### src/rtl/apb_master_bridge.sv
// rtl/apb_master_bridge.sv - core data-bus to APB3 master bridge with one-hot slave decode
// Optional ACCESS-state timeout enabled by defining APB_TIMEOUT_EN.
module apb_master_bridge #(
    parameter int          NUM_SLV     = 4,
    parameter logic [31:0] BASE_ADDR   = 32'h1000_0000,
    parameter int          TIMEOUT_CYC = 16
) (
    input  logic                   clk,
    input  logic                   reset,
    input  logic                   transfer,
    input  logic                   dataWe,
    input  logic [31:0]            dataAddr,
    input  logic [31:0]            dataWData,
    output logic [31:0]            dataRData,
    output logic                   ready,
    output logic                   slverr,
    output logic [31:0]            PADDR,
    output logic                   PWRITE,
    output logic [31:0]            PWDATA,
    output logic                   PENABLE,
    output logic [NUM_SLV-1:0]     PSEL,
    input  logic [32*NUM_SLV-1:0]  PRDATA,
    input  logic [NUM_SLV-1:0]     PREADY
);

    if (NUM_SLV < 1 || NUM_SLV > 8 || TIMEOUT_CYC < 2 || TIMEOUT_CYC > 32) begin : g_param_check
        $error("apb_master_bridge: parameter out of range");
    end

    typedef enum logic [1:0] {
        S_IDLE,
        S_SETUP,
        S_ACCESS
    } state_t;

    state_t             state, state_nxt;
    logic [NUM_SLV-1:0] sel_q;
    logic [NUM_SLV-1:0] sel_dec;
    logic               sel_pready;
    logic [31:0]        sel_prdata;
    logic               mapped;
    logic               to_hit;

    // Each slave owns one 4 KiB window starting at BASE_ADDR.
    always_comb begin
        sel_dec = '0;
        for (int i = 0; i < NUM_SLV; i++) begin
            if (dataAddr[31:12] == BASE_ADDR[31:12] + 20'(i)) begin
                sel_dec[i] = 1'b1;
            end
        end
    end

    always_comb begin
        sel_pready = 1'b0;
        sel_prdata = '0;
        for (int i = 0; i < NUM_SLV; i++) begin
            if (sel_q[i]) begin
                sel_pready = sel_pready | PREADY[i];
                sel_prdata = sel_prdata | PRDATA[32*i +: 32];
            end
        end
    end

    assign mapped = |sel_q;

`ifdef APB_TIMEOUT_EN
    logic [4:0] to_cnt;

    always_ff @(posedge clk) begin
        if (reset) begin
            to_cnt <= '0;
        end else if (state == S_SETUP) begin
            to_cnt <= '0;
        end else if (state == S_ACCESS && !sel_pready) begin
            to_cnt <= to_cnt + 5'd1;
        end
    end

    assign to_hit = (state == S_ACCESS) && !sel_pready && (to_cnt == 5'(TIMEOUT_CYC - 1));
`else
    assign to_hit = 1'b0;
`endif

    always_ff @(posedge clk) begin
        if (reset) begin
            state <= S_IDLE;
        end else begin
            state <= state_nxt;
        end
    end

    // Request is captured only in IDLE; later strobes are dropped, not queued.
    always_ff @(posedge clk) begin
        if (reset) begin
            PADDR  <= '0;
            PWDATA <= '0;
            PWRITE <= 1'b0;
            sel_q  <= '0;
        end else if (state == S_IDLE && transfer) begin
            PADDR  <= dataAddr;
            PWDATA <= dataWData;
            PWRITE <= dataWe;
            sel_q  <= sel_dec;
        end
    end

    always_comb begin
        state_nxt = state;
        ready     = 1'b0;
        slverr    = 1'b0;
        dataRData = '0;
        case (state)
            S_IDLE: begin
                if (transfer) begin
                    state_nxt = S_SETUP;
                end
            end
            S_SETUP: begin
                state_nxt = S_ACCESS;
            end
            S_ACCESS: begin
                // Unmapped addresses complete at once with zero data.
                if (!mapped || sel_pready) begin
                    ready     = 1'b1;
                    state_nxt = S_IDLE;
                    if (mapped && !PWRITE) begin
                        dataRData = sel_prdata;
                    end
                end else if (to_hit) begin
                    ready     = 1'b1;
                    slverr    = 1'b1;
                    dataRData = 32'hDEAD_BEEF;
                    state_nxt = S_IDLE;
                end
            end
            default: begin
                state_nxt = S_IDLE;
            end
        endcase
    end

    always_comb begin
        PSEL    = (state == S_SETUP || state == S_ACCESS) ? sel_q : '0;
        PENABLE = (state == S_ACCESS);
    end

endmodule

### config.mk
export PLATFORM = sky130hd
export DESIGN_NAME = apb_master_bridge
export DESIGN_NICKNAME = d
export VERILOG_FILES = /design/src/rtl/apb_master_bridge.sv
export SDC_FILE = /design/constraint.sdc
export NUM_CORES = 1
export LEC_CHECK = 0
export CAP_MARGIN = 25
export CORE_AREA = 2 2 118 120
export DETAILED_ROUTE_END_ITERATION = 7
export DIE_AREA = 0 0 120 122
export PLACE_DENSITY = 0.79
export SKIP_LAST_GASP = 1
export SYNTH_ARGS = -nofsm -noshare
export SYNTH_HDL_FRONTEND = slang
export SYNTH_SLANG_ARGS = --single-unit
### constraint.sdc
create_clock -name clk -period 3.2 [get_ports clk]
set_input_delay 0.8 -clock clk [delete_from_list [all_inputs] [get_ports clk]]
set_output_delay 0.8 -clock clk [all_outputs]
set_load 0.02 [all_outputs]
==> results.md <==
Critical path:
- The highest cell delay on the worst timing path is 0.39 ns.
- The setup path with the least slack is of type reg -> out.
- Data on the critical path is required at its endpoint by 2.40 ns.
- The signal on the critical path passes through inv_1, ha_1, o41ai_1, a211o_4, clkbuf_16, a21oi_1, dlygate4sd2_1.
- The startpoint identified for the worst register-to-register timing path is state[0].
- Of all nets on the critical path, the largest fanout is 12.
- STA classifies the critical path startpoint as a flop.
- The slack of the worst reg-to-reg path is ~1.6 ns.
- The data arrival time of the critical path is approximately 2.2 ns.
- The endpoint identified for the worst register-to-register timing path is sel_q[1].
- The cell count of the worst reg-to-reg path is 6.
- The critical path endpoint category is a primary output.
- On the critical path, the stage with the largest delay is an instance of sky130_fd_sc_hd__a211o_4.

Route:
- The first routing iteration left 238 violations.
- The via count normalized by instance count is approximately 5.
- The count of TritonRoute iterations in the first routing pass is 6.
- The number of DRC violations after detailed routing is 0.
- The detailed router placed 4509 vias in this run.
- The count of nets left with antenna violations once routing finished came out at 0.
- The routed length per placed instance is between 15 and 20 um.
- Wires add up to around 17 mm.

Floorplan:
- The total I/O pin count is 304.
- The die outline width is around 120 um.
- The starting utilization of the core area is 0.252.
- After floorplanning, the core was divided into 43 placement rows.
- From bottom edge to top edge, the die measures around 120 um.
- The core area is roughly 14000 um2.
- The die covers between 10000 and 15000 um2.

Logic synthesis:
- The distinct cell type count after synthesis is 28.
- Yosys printed 0 warnings.
- Synthesis handed over a netlist of 450 instances.
- For this run, asynchronously set or reset flops after synthesis account for 0.
- In the synthesized netlist the dominant register cell turns out to be sky130_fd_sc_hd__dfxtp_1.
- The mapped netlist covers approximately 3400 um2.
- Ranked by total cell area, the synthesized netlist is headed by sky130_fd_sc_hd__dfxtp_1 42%, sky130_fd_sc_hd__a22oi_1 15%, sky130_fd_sc_hd__nand2_1 15%.
- The mean cell area of the mapped netlist is about 7.5 um2.
- The share of the Yosys chip area taken by registers is 0.418.
- The total of flip-flops plus latches after synthesis is 71.
- Counting every net in the synthesized netlist gives around 650.
- Yosys mapped a number of flops with a built-in enable equal to 0.
- The share of synthesized area in the top cell type comes to 0.418.
- sky130_fd_sc_hd__dfxtp_1 takes more of the synthesized area than any other cell.

Global route:
- Entering global routing, the biggest net connects 70 pins.
- The wire length of the first global-routing pass is 23.3 mm.
- After global routing the overflow that remains totals 0.
- The number of global-route vias before repair is ~4.2k.
- The initial antenna violation count is 2.
- The global-route usage over all layers is 0.208.

CTS:
- The clock net in this run drives a total of between 70 and 80 sinks.
- The TritonCTS clock tree is done.
- For the worst-skew pair, the clock arrives at the later sink with an insertion delay of 0.33 ns.
- CTS placed an instance of sky130_fd_sc_hd__clkbuf_16 at the clock tree root.
- After clock tree synthesis, the setup repair step added 0 buffers.
- The post-CTS clock slew at the launch and capture registers of the worst setup and hold paths is 0.06 ns.
- Buffers inserted during clock tree synthesis total 9.
- The number of H-tree levels is 3.
- The clock passes through at most 2 buffers.
- For this design, the CTS-stage hold fixing added 0 buffers.

Power:
- The leakage power is roughly 2.5 nW.
- VDD sags by at most 305 uV.
- The power density over cell area is 435 nW/um2.
- Summing internal, switching and leakage power gives 3.06 mW.

Timing:
- The worst hold-check slack is between 0.4 and 0.5 ns.
- The final-report max-slew violation count was 0.
- Setup violations remaining at the end of the flow were counted as 0.
- The final worst slack is between 0.2 and 0.25 ns.
- Between clock sinks in the finished design, the worst skew comes to 0.00848 ns.
- For the pin with the worst max-slew slack, the measured transition is roughly 0.8 ns.
- Timing would allow up to between 0.3 and 0.4 GHz.
- The headroom to the max-slew limit is 0.469.
- The share of the clock period used by the worst path after layout is 0.937.
- Setup repair after global routing left no endpoint under its margin.
- Summed over all failing endpoints, the final setup total negative slack is 0 ns.
- The shortest period the worst path allows is 3.00 ns.
- The count of endpoints failing hold in the final timing report is 0.

Cells and area:
- The final-stage net count is 941.
- The share of post-route cells with drive strength above 1 is 0.0688.
- The count of non-filler cells in the finished layout is a little over 900.
- The synthesis-to-layout area growth is 107%.
- The number of fill cells is about 1.3k.

Min path:
- The number of stages on the worst hold path is 2.
- In this run the most critical hold path is launched from PADDR[3].
- The tightest min-delay check is of the reg -> reg type.
- The end of the worst hold path is PADDR[3].

Place:
- The placed cell count is between 900 and 1k.
- The pre-CTS setup slack is -0.243 ns.
- The wire-length estimate of the detail-placed layout is 12.8 mm.
- Input and output buffers added on the ports amount to just over 300.
- The congestion estimate from routability-driven global placement came to ~0.98.

Job:
- The number of max-capacitance violations reported is 0.

Status:
- The flow ran to the end, and the final reports show no timing, DRC or antenna violations.
worst max-delay path by stage:
stage,start,to,slack [ns],depth (start not counted)
2_1_floorplan,PREADY[0],dataRData[0],0.63,4
3_3_place_gp,PREADY[0],dataRData[25],-0.19,6
3_5_place_dp,PREADY[0],dataRData[14],-0.24,6
4_1_cts,PREADY[2],dataRData[17],-0.05,8
5_1_grt,state[0],dataRData[17],0.10,9
6_report,state[0],dataRData[12],0.20,7
Yosys cell counts, types with 3 or more instances:
library cell                 n
sky130_fd_sc_hd__nand2_1   132
sky130_fd_sc_hd__clkbuf_1   27
sky130_fd_sc_hd__dfxtp_1    71
sky130_fd_sc_hd__ha_1        4
sky130_fd_sc_hd__a21oi_1    97
sky130_fd_sc_hd__and2_1      5
sky130_fd_sc_hd__buf_2      11
sky130_fd_sc_hd__o41ai_1     3
sky130_fd_sc_hd__nor4_1      3
sky130_fd_sc_hd__nand2b_1    4
sky130_fd_sc_hd__a22oi_1    66
sky130_fd_sc_hd__inv_1       3
sky130_fd_sc_hd__nand3b_1    5
routing by layer:
layer	up-vias	GRT usage	share of wire
met5	-	0	0
met4	0	0.129	0.047
met3	41	0.0632	0.088
met2	229	0.357	0.49
met1	2083	0.224	0.37
li1	2156	-	-
placed cells by master, fill, tap and decap left out, types with 7 or more instances in the layout:
cell type	n
sky130_fd_sc_hd__a21oi_1	95
sky130_fd_sc_hd__clkdlybuf4s50_1	265
sky130_fd_sc_hd__dlygate4sd2_1	12
sky130_fd_sc_hd__a22oi_1	64
sky130_fd_sc_hd__buf_4	17
sky130_fd_sc_hd__nand2_1	131
sky130_fd_sc_hd__buf_12	7
sky130_fd_sc_hd__clkbuf_16	11
sky130_fd_sc_hd__dfxtp_1	71
sky130_fd_sc_hd__clkdlybuf4s15_1	10
cell families (layout without fill, tap and decap cells):
| kind of cell | count (synthesis) | count (layout) | share of synthesized area |
|---|---|---|---|
| AO/OA/AOI/OAI | 171 | 171 | 0.310 |
| AND/OR/NAND/NOR | 156 | 156 | 0.193 |
| flip-flops | 71 | 71 | 0.418 |
| buffers and inverters | 45 | 336 | 0.0571 |
| adder cells (fa/ha/maj) | 4 | 4 | 0.0147 |
| multiplexers | 2 | 2 | 0.00589 |
| other | 1 | 3 | 0.00110 |
worst max-delay path: cells and delay by family (launching register included):
family | cells | cell delay, ns
compound gates | 3 | 0.63
fa+ha+maj | 1 | 0.26
buf+inv | 3 | 0.65
flops | 1 | 0.32
final cells by class:
type	count	area (um2)	share of cell area
diodes	2	5.00	0.000712
clock inverters	5	81.3	0.0116
repair buffers	318	3230	0.459
inverters	3	11.3	0.00160
flip-flops and latches	71	1420	0.202
multi-input cells	334	1820	0.259
well taps	180	225	0.0320
clock buffers	10	239	0.0340
through the flow:
step	util	area [um2]
after CTS	0.512	6920
after global routing	0.521	7030
final	0.521	7030
after global placement	0.491	6620
after floorplan	-	3400
after detailed placement	0.491	6620
timing repair:
| item | CTS | global route |
|---|---|---|
| pin swaps | 1 | 3 |
| resized for setup | 23 | 23 |
| setup endpoints to repair | 24 | 23 |
| cloned | 0 | 2 |
flip-flops by register name, indices dropped and copies added (netlist names):
name / flops
PADDR: 32
PWDATA: 32
sel_q: 4
state: 2
PWRITE: 1
power breakdown:
part	total (mW)	switching, mW	internal (mW)
sequential	1.04	0.0518	0.988
combinational	0.944	0.454	0.490
clock	1.08	0.376	0.700
total	3.06	0.882	2.18
(Power assumes the default switching activity.)
==> variant 1: new RTL, config.mk and constraints unchanged <==
`NUM_SLV`: 4 -> 5.
--- a/src/rtl/apb_master_bridge.sv
+++ b/src/rtl/apb_master_bridge.sv
@@ -2,5 +2,5 @@
 // Optional ACCESS-state timeout enabled by defining APB_TIMEOUT_EN.
 module apb_master_bridge #(
-    parameter int          NUM_SLV     = 4,
+    parameter int          NUM_SLV     = 5,
     parameter logic [31:0] BASE_ADDR   = 32'h1000_0000,
     parameter int          TIMEOUT_CYC = 16
Interface: changed (resized PRDATA, PREADY and PSEL); port bits go from 304 to 338. The function was not compared with the original's and may differ.
==> variant 1 against the unedited design <==
- clock power increased by 15%
- synthesized area increased by 6.1%
- critical path type is now in2out
- utilization increased by 4.0 points
- power increased by 7.5%
- hold slack got worse by 0.61 ps
- wire length increased by 14%
- sequential cell count increased by 1
- worst setup slack got worse by 160 ps
- largest cell class unchanged
- design area increased by 7.6%
- highest routed layer unchanged
==> variant 1: results (changes against the unedited design) <==
status finished, final reports clean; via count 4925 (+9.2%); Synth Net Count 700 (+7.0%); placed insts 949 (+4.9%); min-delay src PADDR[13]; post-synthesis mux area share 0.555% (-0.034 points); RR Startpoint sel_q[1]; synthesized instance count 463 (+2.9%); vias in the first global route 4845 (+15%); Placement Cell Area 7150 um2 (+8.0%); non-clock buffer count 360 (+13%); CP startpoint PREADY[1]; Multi-input comb cells 341 (+2.1%); Final Net Count 1024 (+8.8%); crit path capture dataRData[19]; setup repair bufs after CTS 2 (+2); met1 Usage GRT 25.4% (+3.0 points); M3 GR Usage 10.5% (+4.2 points); final sequential cell count 72 (+1.4%); Slew @ Worst Pin 563 ps (-233 ps); Global Route Usage Sum 24.7% (+3.9 points); Filler Cell Count 1255 (-2.3%); initial antenna violation count 5 (+3); Place WS -533 ps (-290 ps); Leak 2.72 nW (+8.5%); non-filler instance count after layout 976 (+5.7%); Initial DRT Pass Iterations 7 (+1); hpwl dp 14.5 mm (+13%); Synth Area in Compound Gates 32.0% (+0.96 points); CP arrival 2360 ps (+160 ps); Area contributors post-synth dfxtp_1, nand2_1, a21oi_1; top flop regs PADDR x32, PWDATA x32, sel_q x5; fraction of layout cells with a size suffix above 1 12.0% (+5.1 points); reg2reg end state[1]; maximum fanout along the worst path 8 (-4); Worst IR Drop VDD 0.000403 V (+32%); Final WS setup 40.5 ps (-161 ps); Met1 Wirelength 6.76 mm (+8.2%); slowest stage delay, CP 340 ps (-50 ps); routed length per instance 19.6 um (+7.5%); Worst Hold End PADDR[13]; area occupied by multi-input gates 1960 um2 (+7.6%); met2 WL 9.12 mm (+10%); clk cell area share 4.86% (+0.30 points); NonClk Buf Share 47.0% (+1.0 points)
==> variant 1: cell types whose count changed after synthesis, moves of 3 or more <==
cell and delta:
a21oi_1 -6, a21oi_2 +10, buf_1 +3, a222oi_1 +33
buf_2 -7, nand2_1 +3, o41ai_1 -3, a22oi_1 -33
nand3b_1 -5, nor2_1 +3, buf_6 +3, clkbuf_1 +5
==> variant 1: stage by stage <==
| stage | hold WS, ps | util (%) |
|---|---|---|
| floorplan | 466 | - |
| global placement | 441 | 53.0 |
| detailed placement | 446 | 53.0 |
| CTS | 453 | 55.8 |
| global route | 463 | 56.1 |
| finish | 450 | 56.1 |
==> variant 1: where the power goes <==
part           switching (mW)  internal (mW)  leakage [nW]
combinational           0.472          0.524          1.96
sequential             0.0538           1.00         0.590
clock                   0.380          0.859         0.179
total                   0.906           2.38          2.72
==> variant 1: tightest hold or removal path, cell delays in order, from the launching register on <==
cell and delay, ps:
dfxtp_1 300, nand2_1 50, a21oi_1 50
==> variant 2: new RTL, config.mk and constraints unchanged <==
Without the edit above. Encoding of `state_t`: now one-hot (3 bits for 3 states).
--- a/src/rtl/apb_master_bridge.sv
+++ b/src/rtl/apb_master_bridge.sv
@@ -28,8 +28,8 @@
     end
 
-    typedef enum logic [1:0] {
-        S_IDLE,
-        S_SETUP,
-        S_ACCESS
+    typedef enum logic [2:0] {
+        S_IDLE   = 3'b001,
+        S_SETUP  = 3'b010,
+        S_ACCESS = 3'b100
     } state_t;
 
Check against the original RTL: same outputs for any inputs over 10 cycles, from zero or initial values and one cycle with reset high; not proved beyond that.
==> variant 2 against the unedited design <==
- power decreased by 16%
- sequential share of layout area rose by 0.64 points
- clock skew up 1.4 ps
- wire length is 6.6% lower
- synthesized area increased by 4.3%
- sequential cell count up 1
- design area shrank 1.7%
- synthesized cell count up 0.22%
- worst setup slack worse by 160 ps
- critical path type is now in2out
- largest power group unchanged
- highest routed layer unchanged
==> variant 2: results (changes against the unedited design) <==
non-filler instance count after layout 927 (+0.43%); first-pass GRT wire length 23.2 mm (-0.65%); metal3 WL 1.57 mm (+6.0%); min-delay src PADDR[8]; Post-Syn Area per Cell 7.86 um2 (+4.1%); hpwl dp 12.1 mm (-5.8%); met2 WL 7.84 mm (-5.2%); sequential share of the synthesized area 40.7% (-1.2 points); post-synthesis mux area share 0% (-0.59 points); CP arrival 2360 ps (+160 ps); top post-synthesis cells by count nand2_1, dfxtp_1, a21oi_1, a22oi_1, a21oi_2; fraction of layout cells with a size suffix above 1 14.0% (+7.1 points); Final Net Count 940 (-0.11%); Synth Net Count 651 (-0.46%); Worst Skew 9.87 ps (+1.39 ps); Met1 Wirelength 5.84 mm (-6.5%); CP startpoint PREADY[3]; Leak 2.41 nW (-4.2%); maximum fanout along the worst path 17 (+5); Worst Hold End PADDR[8]; vias in the first global route 4332 (+2.4%); worst reg2reg path depth 5 (-1); Slew @ Worst Pin 501 ps (-295 ps); routed length per instance 16.9 um (-7.0%); placed insts 909 (+0.44%); hold_ws 450 ps (-0.739 ps); post-DR vias/cell 4.77 (-2.4%); Iter 0 DRT Violations 311 (+31%); Worst IR Drop VDD 0.000288 V (-5.5%); Initial DRT Pass Iterations 4 (-2); ys async rst share 0% (unchanged); post-synth cell types 33 (+18%); reg2reg end PWDATA[26]; RR Startpoint state[1]; adder-cell share of the synthesized area 0% (-1.5 points); Synth Area in Compound Gates 32.6% (+1.5 points); status finished, final reports clean; worst reg-to-reg setup slack 1470 ps (-140 ps); Global Route Usage Sum 20.3% (-0.51 points)
[variant 2: layout make-up]
| class | instances | area [um2] |
|---|---|---|
| diodes | 2 | 5.00 |
| multi-input cells | 336 | 1890 |
| fillers | 1286 | 6590 |
| clock buffers | 13 | 260 |
| well taps | 180 | 225 |
| repair buffers | 321 | 3050 |
| flip-flops and latches | 72 | 1440 |
| clock inverters | 3 | 40.0 |
[variant 2: logic make-up (layout without fill, tap and decap cells)]
| group | Yosys count | after routing |
|---|---|---|
| other | 1 | 3 |
| and+or+nand+nor | 163 | 163 |
| DFF | 72 | 72 |
| AOI/OAI and AO/OA | 172 | 172 |
| buffers and inverters | 43 | 337 |
[variant 2: how the worst max path moves through the flow]
stage	end	slack [ps]	depth (start not counted)
after floorplan	dataRData[0]	560	6
after global placement	dataRData[19]	-570	7
after detailed placement	dataRData[20]	-590	7
after CTS	dataRData[31]	-20	7
after global routing	dataRData[31]	-10	7
final	dataRData[31]	40	7
[variant 2: timing repair]
item	4_1_cts	5_1_grt
pin swaps	0	1
gates resized for setup	130	6
gates cloned	0	0
setup endpoints to repair	33	28
[variant 2: layer usage]
| metal | vias up | global-route usage [%] |
|---|---|---|
| met3 | 32 | 7.68 |
| met5 | - | 0 |
| li1 | 2171 | - |
| met4 | 0 | 8.46 |
| met2 | 203 | 35.0 |
| met1 | 2016 | 22.3 |
[variant 2: metrics by stage]
step	power, mW	cell area (um2)
finish	2.57	6910
global route	2.69	6910
CTS	2.60	6890
detailed placement	1.59	6730
global placement	1.58	6730
floorplan	1.19	3540
[variant 2: critical path, cell delays in order]
cell and delay, ps:
clkdlybuf4s50_1 490, a22o_1 140, a221oi_2 50, or3_4 370, buf_12 180, a21oi_2 160
buf_4 170
[variant 2: power breakdown]
group	internal [mW]	switching, mW
clock network	0.644	0.354
logic	0.348	0.239
registers	0.953	0.0277
